**src/rtl/dpi_stream_sequencer.sv**
```systemverilog
// dpi_stream_sequencer
//
// Packet sequencer in front of one regex-matcher wrapper. For each packet it
// strobes a state restore, waits for the restored state to settle, forwards
// the payload bytes one cycle delayed, drains the matcher pipeline and then
// strobes end-of-packet with the per-stream enable. It also keeps the
// first-seen bitmap (new_stream_id) and the per-stream enable mask.
//
// Ports:
//   clk, rst_n              clock, synchronous active-low reset
//   in_vld/in_rdy/in_data   byte stream handshake and payload
//   in_sop/in_eop/in_sid    packet framing; in_sid sampled on the SOP byte
//   cfg_we/cfg_sid/cfg_enable  enable-mask bit write
//   clear_seen              clear the whole first-seen bitmap
//   m_load_state            one-cycle state-restore strobe
//   m_new_stream_id         stream not seen since reset/clear (with m_load_state)
//   m_stream_id, m_enable   current stream and its enable-mask bit
//   m_char_in/_vld          registered payload byte and valid
//   m_eop                   one-cycle end-of-packet strobe
//   busy, pkt_done, pkt_count, err_pulse  status

module dpi_stream_sequencer #(
    parameter int unsigned SID_W         = 6,
    parameter int unsigned SETTLE_CYCLES = 1,
    parameter int unsigned DRAIN_CYCLES  = 2
) (
    input  logic             clk,
    input  logic             rst_n,
    input  logic             in_vld,
    output logic             in_rdy,
    input  logic [7:0]       in_data,
    input  logic             in_sop,
    input  logic             in_eop,
    input  logic [SID_W-1:0] in_sid,
    input  logic             cfg_we,
    input  logic [SID_W-1:0] cfg_sid,
    input  logic             cfg_enable,
    input  logic             clear_seen,
    output logic             m_load_state,
    output logic             m_new_stream_id,
    output logic [SID_W-1:0] m_stream_id,
    output logic             m_enable,
    output logic [7:0]       m_char_in,
    output logic             m_char_in_vld,
    output logic             m_eop,
    output logic             busy,
    output logic             pkt_done,
    output logic [15:0]      pkt_count,
    output logic             err_pulse
);

    localparam int unsigned NUM_STREAMS = 1 << SID_W;

    localparam logic [2:0] StIdle   = 3'd0;
    localparam logic [2:0] StLoad   = 3'd1;
    localparam logic [2:0] StSettle = 3'd2;
    localparam logic [2:0] StStream = 3'd3;
    localparam logic [2:0] StDrain  = 3'd4;
    localparam logic [2:0] StEop    = 3'd5;

    // Shared wait counter for SETTLE and DRAIN; both counts must fit in 8 bits.
    localparam logic [7:0] SettleLast = 8'(SETTLE_CYCLES - 1);
    localparam logic [7:0] DrainLast  = 8'(DRAIN_CYCLES - 1);

    logic [2:0]             state_q, state_d;
    logic [7:0]             cnt_q, cnt_d;
    logic [SID_W-1:0]       sid_q, sid_d;
    logic                   first_q, first_d;
    logic [7:0]             char_q, char_d;
    logic                   char_vld_q, char_vld_d;
    logic                   err_q, err_d;
    logic [NUM_STREAMS-1:0] seen_q, seen_d;
    logic [NUM_STREAMS-1:0] mask_q, mask_d;
    logic [15:0]            pkt_count_q;

    always_comb begin
        state_d    = state_q;
        cnt_d      = cnt_q;
        sid_d      = sid_q;
        first_d    = first_q;
        char_d     = char_q;
        char_vld_d = 1'b0;
        err_d      = 1'b0;
        in_rdy     = 1'b0;

        case (state_q)
            StIdle: begin
                if (in_vld) begin
                    if (in_sop) begin
                        // SOP byte stays pending; it is consumed later in STREAM.
                        sid_d   = in_sid;
                        state_d = StLoad;
                    end else begin
                        in_rdy = 1'b1;
                        err_d  = 1'b1;
                    end
                end
            end
            StLoad: begin
                cnt_d   = '0;
                first_d = 1'b1;
                state_d = StSettle;
            end
            StSettle: begin
                if (cnt_q == SettleLast) begin
                    state_d = StStream;
                end else begin
                    cnt_d = cnt_q + 8'd1;
                end
            end
            StStream: begin
                in_rdy = ~(in_sop & ~first_q);
                if (in_vld) begin
                    if (in_sop && !first_q) begin
                        // New SOP mid-packet: close this packet, replay the byte from IDLE.
                        err_d   = 1'b1;
                        cnt_d   = '0;
                        state_d = StDrain;
                    end else begin
                        char_vld_d = 1'b1;
                        char_d     = in_data;
                        first_d    = 1'b0;
                        if (in_eop) begin
                            cnt_d   = '0;
                            state_d = StDrain;
                        end
                    end
                end
            end
            StDrain: begin
                if (cnt_q == DrainLast) begin
                    state_d = StEop;
                end else begin
                    cnt_d = cnt_q + 8'd1;
                end
            end
            StEop: begin
                state_d = StIdle;
            end
            default: begin
                state_d = StIdle;
            end
        endcase
    end

    // The LOAD set of seen[sid] wins over a coincident clear for that index.
    always_comb begin
        seen_d = clear_seen ? '0 : seen_q;
        if (state_q == StLoad) begin
            seen_d[sid_q] = 1'b1;
        end
    end

    always_comb begin
        mask_d = mask_q;
        if (cfg_we) begin
            mask_d[cfg_sid] = cfg_enable;
        end
    end

    always_ff @(posedge clk) begin
        if (!rst_n) begin
            state_q     <= StIdle;
            cnt_q       <= '0;
            sid_q       <= '0;
            first_q     <= 1'b0;
            char_q      <= '0;
            char_vld_q  <= 1'b0;
            err_q       <= 1'b0;
            seen_q      <= '0;
            mask_q      <= '1;
            pkt_count_q <= '0;
        end else begin
            state_q    <= state_d;
            cnt_q      <= cnt_d;
            sid_q      <= sid_d;
            first_q    <= first_d;
            char_q     <= char_d;
            char_vld_q <= char_vld_d;
            err_q      <= err_d;
            seen_q     <= seen_d;
            mask_q     <= mask_d;
            if (state_q == StEop) begin
                pkt_count_q <= pkt_count_q + 16'd1;
            end
        end
    end

    assign m_load_state    = (state_q == StLoad);
    assign m_new_stream_id = m_load_state & ~seen_q[sid_q];
    assign m_stream_id     = sid_q;
    assign m_enable        = mask_q[sid_q];
    assign m_char_in       = char_q;
    assign m_char_in_vld   = char_vld_q;
    assign m_eop           = (state_q == StEop);
    assign pkt_done        = (state_q == StEop);
    assign busy            = (state_q != StIdle);
    assign pkt_count       = pkt_count_q;
    assign err_pulse       = err_q;

endmodule

```
**config.mk**
```make
export PLATFORM = sky130hd
export DESIGN_NAME = dpi_stream_sequencer
export DESIGN_NICKNAME = d
export VERILOG_FILES = /design/src/rtl/dpi_stream_sequencer.sv
export SDC_FILE = /design/constraint.sdc
export NUM_CORES = 1
export LEC_CHECK = 0
export ABC_CLOCK_PERIOD_IN_PS = 3500
export BUFFER_PORTS_ARGS = -buffer_cell sky130_fd_sc_hd__buf_2
export CAP_MARGIN = 30
export CORE_MARGIN = 10
export CORE_UTILIZATION = 45
export DETAILED_ROUTE_END_ITERATION = 16
export HOLD_SLACK_MARGIN = 0.1
export PLACE_DENSITY = 0.65
export SLEW_MARGIN = 20
export SYNTH_ARGS = -nofsm -noshare
export SYNTH_HDL_FRONTEND = slang
export SYNTH_SLANG_ARGS = --single-unit
```
**constraint.sdc**
```tcl
create_clock -name clk -period 3.5 [get_ports clk]
set_input_delay 0.35 -clock clk [delete_from_list [all_inputs] [get_ports clk]]
set_output_delay 0.35 -clock clk [all_outputs]
set_load 0.02 [all_outputs]
```
; Word level (Yosys, flattened, before mapping)
; Index checks and enable logic that the tools add are counted.
[classes]
mux = 35
n_addsub = 2
n_lt_le_gt_ge = 4
eq_ne = 15
bitwise_logic = 7
n_reduce_logical = 15
[ops]
columns = operator, n
row1 = $mux W64, 2
row2 = $bwmux W64, 1
row3 = $or A64 B64 Y64, 1
row4 = $mux W8, 5
row5 = $pmux W8 S4, 1
row6 = $mux W3, 7
row7 = $add A16 B1 Y16 const B, 1
row8 = $ne A2 B2 Y1 const B, 8
row9 = $pmux W3 S5, 1
row10 = $lt A6 B7 Y1 const B, 2
row11 = $bmux W1 S6, 2
row12 = $demux W1 S6, 2
row13 = $ge A6 B1 Y1 const B, 2
row14 = $reduce_and A3 Y1, 4
row15 = $mux W1, 11
row16 = $add A8 B1 Y8 const B, 1
row17 = $eq A8 B1 Y1 const B, 1
row18 = $logic_not A8 Y1, 1
row19 = $eq A3 B2 Y1 const B, 2
row20 = $eq A3 B3 Y1 const B, 2
row21 = $pmux W1 S2, 3
row22 = $reduce_and A6 Y1, 1
row23 = $reduce_and A5 Y1, 1
row24 = $not A1 Y1, 4
row25 = 9 further kinds, 12
[totals]
ff_bits = 172
wordCells = 88
output_inout_bits = 39
input_bits = 28

; Depth between registers and ports, before layout
; Gate-level depths: netlist (run 1).
[logic_depth]
ltp_word = 6
ltp_mapped = 9
ltp_nobuf = 7

; Least setup slack after synthesis (run 1)
; No wires, ideal clock.
[synth_timing]
path_type = register to output
startpoint = register sid_q[2], in the netlist m_stream_id[2]
endpoint = output m_new_stream_id
path_stages_with_launch = 7
t_required_ps = 3150
n_path_buf = 1
arrival_time_ps = 2183
slack_ps = 967
path_cell_list = dfxtp_1 buf_6 mux2_4 mux4_2 o31ai_1 o2111ai_1 nor4b_2
[synth_between]
elab_chain_len = 4
[synth_rtl]
columns = item, line
row1 = start: declaration, 67  ; logic [SID_W-1:0] sid_q, sid_d;
row2 = start signal: assignment, 176  ; sid_q <= sid_d;
row3 = $bmux W1 S6, 190  ; assign m_new_stream_id = m_load_state & ~seen_q[sid_q];
row4 = $mux W1 (implied by the code), 190
row5 = $not A1 Y1, 190
row6 = $and A1 B1 Y1, 190
row7 = end: declaration, 40  ; output logic m_new_stream_id,
; No other way between the ends. The select of a mux whose other input is x is not followed.

; Final worst setup path (run 1)
; Ends and elaborated chain as after synthesis.

==> results.yml, run 1 <==
floorplanning:
  placementRows: 49
  die_area_mm2: 0.02421
  core_area_mm2: 0.01802
  die_w_um: 155.6
  die_y_um: 155.6
  start_util_pct: 45.90
  pin_count: 67
synth:
  synth-seq-cells: 172
  synth-edff-count: 0
  synthArstFlopShare_pct: 0
  yosysUniqueCellTypes: 69
  synth_cells: 940
  synth_area_leader_cell: "dfxtp_1"
  yosysWarnings: 0
  seq_area_frac_synth_pct: 41.62
  netlist_top_cells_area: "dfxtp_1 (42%), nor2_1 (5.8%), o21ai_0 (3.9%)"
  yosys.area.top_type_share_pct: 41.62
  synthFlopType: "dfxtp_1"
  syn_area_mm2: 0.008274
  netlist_top_cells_count: "dfxtp_1 (172), nor2_1 (127), o21ai_0 (65)"
  yosysMostFrequentCell: "dfxtp_1"
  syn_avg_cell_area_um2: 8.802
  syn_nets: 972
timing:
  fmax_mhz: 311.7
  finalCriticalPeriod_ps: 3209
  hold_viol_final: 0
  rsz0062_at_grt: "false"
  period_share_pct: 91.68
  fin_skew_ps: 9.185
  worst_pin_slew_ps: 814.4
  relSlewSlack_pct: 45.63
  whs_ps: 150.1
  setup_tns_ps: 0
  slew_violations: 0
  setup_viol: 0
route:
  drt_iter0_markers: 575
  routed_wl_mm: 22.08
  vias: 7097
  wl_per_cell_um: 18.44
  detail-route-antenna-nets: 0
  drc: 0
  dr.pass1.iters: 5
  via_per_inst: 5.929
pwr:
  total_power_mw: 4.716
  p_leak_nw: 3.570
  ir_drop_v: 0.0004436
  cellPowerDensity_mw_per_mm2: 507.8
placed_design:
  gp_congestion: 0.8448
  hpwl_mm: 14.70
  port_buffers: 66
  post-place-cells: 1163
  place_area_mm2: 0.008665
clock_network:
  clockRootBuffer: "clkbuf_16"
  cts_buffer_depth: 2
  clock_latency_ps: 430
  htreeDepth: 4
  cts_tree: "yes"
  cts_buffers: 17
  hold_buffers: 0
  post_cts_buffers: 0
  clock_sinks: 172
  cts-resized-gates: 0
  clkTransAtPathRegs_ps: 70
run:
  maxCapViolCount: 0
setup_path:
  cp.arrival_ps: 2860
  crit_fanout: 59
  critPathRequiredTime_ps: 3150
  crit_path_cell_trace: "buf_12 -> nor2b_1 -> mux4_2 -> o31ai_1 -> o2111ai_1 -> nor4b_2 -> buf_2"
  max_stage_delay_ps: 560
  critPathBufInv: 2
  start_kind: "flop"
  worst_setup_path_end_kind: "output port"
  worst_path_dominant_cell_family: "flip-flops"
  slowest_stage: "dfxtp_2"
  crit_type: "reg2out"
finish:
  drive_gt1_share_pct: 16.43
  fillerInstances: 1730
  final_nets: 987
  postLayoutCellArea_mm2: 0.009286
  diodes: 0
  instances_no_fill: 1197
  syn_to_final_growth_pct: 12.23
global_routing:
  overflow: 0
  grt_antenna_before_repair: 0
  grt_usage_pct: 18.31
  grt_pass1_wl_mm: 36.55
  grt_pass1_vias: 6778
  grt_max_degree: 68
hold_path:
  hold_class: "in2reg"
status:
  run_status: "finished, final reports clean"
==> layout by cell type, fill, tap and decap left out, types with 8 or more instances in the layout <==
cell       instances
inv_1             11
nand2_1           48
a2bb2oi_1         36
dfxtp_1          170
buf_2             67
nand2b_1           9
nor2b_1            9
nor2_1           127
clkbuf_16         17
a21oi_1           48
nor3_1            13
nand3b_1          11
o211ai_1          10
mux2i_1           29
nand4_1            8
and2_1            14
or3_1              9
a32oi_1           14
mux2_2            12
and3_1            21
buf_4             13
nor3b_1            8
nand3_1           17
o21ai_0           65
o311ai_0          35
mux4_2             9
a22oi_1           13
==> power by group <==
group | leakage [nW] | internal (mW) | switching [mW]
sequential | 1.39 | 1.99 | 0.0809
clock | 0.290 | 1.09 | 0.841
combinational | 1.89 | 0.266 | 0.451
==> logic make-up after synthesis <==
kind of cell / Yosys count / synth area share [%]
multiplexers: 52 / 8.090
AND/OR/NAND/NOR: 323 / 19.88
flip-flops: 172 / 41.61
buffers and inverters: 104 / 5.217
adder cells (fa/ha/maj): 4 / 0.6049
AO/OA/AOI/OAI: 271 / 23.11
XOR/XNOR: 14 / 1.482
==> layer usage <==
| layer | wire length [um] | track usage, % | up-vias |
|---|---|---|---|
| met4 | 372 | 6.150 | 0 |
| met3 | 1060 | 3.943 | 23 |
| met5 | 0 | 0 | - |
| met2 | 10360 | 28.65 | 169 |
| met1 | 10290 | 24.54 | 3402 |
| li1 | - | - | 3503 |
==> worst reg2reg max path, stage by stage, from the launching register on <==
cell,delay [ps]
dfxtp_1,660
nand2b_1,250
nor2_1,310
buf_4,350
nand3b_1,410
a2bb2oi_1,250
nor2_1,120
==> through the flow <==
stage / setup WS (ps) / util (%)
after floorplan: 967.5 / -
after global placement: 735.7 / 47.93
after detailed placement: 715.8 / 48.07
after CTS: 246.2 / 51.38
after global routing: 83.21 / 51.52
final: 291.3 / 51.52
==> path summary, 6_finish.rpt <==
path	slack, ps	from	endpoint	depth (start not counted)
setup / recovery	290	m_stream_id[2]	m_new_stream_id	7
hold / removal	150	in_data[7]	m_char_in[7]	3
setup reg to reg	1100	state_q[0]	seen_q[34]	6
hold reg to reg	470	mask_q[41]	mask_q[41]	1
==> sequential cells by signal, summed over array words and instances (netlist names) <==
name and flops:
m_stream_id 6, m_char_in_vld 1, m_char_in 8, state_q 3
pkt_count 16, mask_q 64, seen_q 64, err_pulse 1
cnt_q 8, first_q 1
==> area by class of cell <==
class / count / area [um2] / share of cell area [%]
clock inverters: 14 / 157.7 / 1.698
inverters: 16 / 60.06 / 0.6467
flip-flops and latches: 172 / 3446 / 37.11
well taps: 229 / 286.5 / 3.085
multi-input cells: 664 / 4399 / 47.37
repair buffers: 84 / 498.0 / 5.362
clock buffers: 18 / 439.2 / 4.729
(Power assumes the default switching activity.)
==> inputs of run 2 (changes only) <==
ABC_AREA = 1   (was not set)
SLEW_MARGIN = not set   (was 20)
==> run 2 against run 1 <==
  * Worst setup slack improved by 110 ps
  * Cell count rose by 39%
  * Clock-buffer cell count is the same
  * Largest power group unchanged
  * Die area rose by 5.3%
  * Largest cell class unchanged
  * Global-route usage grew 0.35 points
==> results.yml, run 2 <==
timing:
  slew_violations: 0
  period_share_pct: 88.46
  fin_skew_ps: 8.655
  setup_viol: 0
  rsz0062_at_grt: "false"
  layout_setup_ws_ps: 403.9
  hold_viol_final: 0
  worst_pin_slew_ps: 994.9
  relSlewSlack_pct: 33.67
  whs_ps: 171.4
  fmax_mhz: 323.0
  finalCriticalPeriod_ps: 3096
  setup_tns_ps: 0
route:
  via_per_inst: 5.107
  dr_wl_met3_um: 881
  drc: 0
  detail-route-antenna-nets: 0
  top_layer: "met4"
  routed_wl_mm: 24.08
  wl_met1_mm: 11.29
  dr.pass1.iters: 5
  vias: 8493
  drt_iter0_markers: 635
  wl_per_cell_um: 14.48
  dr_wl_met2_mm: 11.58
floorplanning:
  placementRows: 51
  pin_count: 67
  die_area_mm2: 0.02550
  start_util_pct: 45.41
  die_w_um: 159.7
  die_y_um: 159.7
  core_area_mm2: 0.01933
pwr:
  clkPwrFrac_pct: 37.8
  p_leak_nw: 4.221
  pwr-share-comb_pct: 22.9
  p_switching_mw: 1.825
  p_sw_share_pct: 34.01
  cellPowerDensity_mw_per_mm2: 540.2
  p_seq_share_pct: 39.2
  intPower_mw: 3.541
  ir_drop_v: 0.0003677
clock_network:
  clockRootBuffer: "clkbuf_16"
  cts_buffers: 17
  clock_latency_ps: 430
  htreeDepth: 4
  hold_buffers: 0
  cts-resized-gates: 0
  cts_buffer_depth: 2
  post_cts_buffers: 0
  clkTransAtPathRegs_ps: 70
  cts_tree: "yes"
  clock_sinks: 172
placed_design:
  dp_slack_ps: 906.4
  hpwl_mm: 15.96
  port_buffers: 66
  post-place-cells: 1632
  gp_congestion: 0.8820
global_routing:
  grt_usage_pct: 18.66
  grt_max_degree: 95
  grt_pass1_wl_mm: 39.88
  grt_pass1_vias: 7746
  grt_antenna_before_repair: 0
  overflow: 0
finish:
  diodes: 0
  final_nets: 1418
  fin_util_pct: 51.38
  drive_gt1_share_pct: 12.52
  layout_common_cells: "nand2_1 (534), dfxtp_1 (171), nand3_1 (158), a21oi_1 (103), inv_1 (79)"
  mostFrequentLayoutCell: "nand2_1"
  instances_no_fill: 1663
  syn_to_final_growth_pct: 13.14
synth:
  yosysWarnings: 0
  synth_cells: 1351
  yosys.area.top_type_share_pct: 39.22
  syn_avg_cell_area_um2: 6.499
  synth-seq-cells: 172
  synth_area_leader_cell: "dfxtp_1"
  yosysMostFrequentCell: "nand2_1"
  syn_area_mm2: 0.008780
  netlist_top_cells_area: "dfxtp_1 (39%), nand2_1 (23%), nand3_1 (9.0%)"
  yosysUniqueCellTypes: 33
  seq_area_frac_synth_pct: 39.22
  synthFlopType: "dfxtp_1"
  synth-edff-count: 0
  synthArstFlopShare_pct: 0
  syn_nets: 1383
  netlist_top_cells_count: "nand2_1 (534), dfxtp_1 (172), nand3_1 (158)"
status:
  run_status: "finished, final reports clean"
setup_path:
  crit_type: "reg2out"
  crit_fanout: 54
  worst_setup_path_end_kind: "output port"
  cp.arrival_ps: 2750
  critPathRequiredTime_ps: 3150
  start_kind: "flop"
hold_path:
  hold_class: "in2reg"
run:
  maxCapViolCount: 0
==> run 2: cell types whose count changed after synthesis, moves of 17 or more <==
cell	delta
nand2_1	+486
nand3_1	+141
inv_1	+67
a21oi_1	+55
nor2_1	-55
a2bb2oi_1	-36
o311ai_0	-35
mux2i_1	-29
and3_1	-21
clkbuf_1	-17
==> run 2: layout make-up <==
cell class                 instances  area [um2]
inverter                          99       371.6
clock inverter                    13       191.4
sequential                       172        3445
clock buffer                      18       429.2
fill                            1995        9402
timing repair buffer              88       533.0
multi-input combinational       1008        4632
tap                              265       331.6
==> run 2: worst paths after layout <==
check	from	endpoint	slack (ps)	cells past startpoint
max	m_stream_id[0]	m_new_stream_id	400	10
min	in_data[6]	m_char_in[6]	170	3
max reg2reg	m_stream_id[4]	seen_q[23]	1470	5
min reg2reg	mask_q[49]	mask_q[49]	460	2
==> run 2: power by group through the flow <==
stage / combinational, mW / clock [mW] / sequential (mW)
floorplan: 0.906 / 0 / 2.12
global placement: 1.22 / 0 / 2.15
detailed placement: 1.22 / 0 / 2.15
CTS: 1.23 / 2.06 / 2.10
global route: 1.38 / 2.14 / 2.12
finish: 1.23 / 2.03 / 2.11
==> run 2: kinds of logic (layout without fill, tap and decap cells) <==
family | after synthesis | count (layout) | synth area share (%)
buf+inv | 171 | 218 | 8.023
flops | 172 | 172 | 39.22
xor+xnor | 4 | 4 | 0.3991
fa+ha+maj | 4 | 4 | 0.5701
simple gates | 827 | 827 | 41.91
compound gates | 173 | 173 | 9.876
==> run 2: routing by layer <==
metal | vias up | track usage [%]
met1 | 3901 | 24.33
met4 | 0 | 5.602
li1 | 4410 | -
met3 | 28 | 3.265
met5 | - | 0
met2 | 154 | 30.83
==> run 2: stage by stage <==
step | instance area [um2] | power [mW]
6_report | 9933 | 5.366
5_1_grt | 9933 | 5.633
4_1_cts | 9933 | 5.396
3_5_place_dp | 9313 | 3.373
3_3_place_gp | 9273 | 3.367
2_1_floorplan | 8780 | 3.027
==> run 2: worst max-delay path, cell delays in order (launching register included) <==
cell and delay [ps]:
dfxtp_2 650, buf_4 610, nand2_1 130, nand3_1 110
nand2_1 50, o21ai_0 150, nand2_1 70, nor2_1 100
nand2_1 60, nor2_1 150, buf_2 200
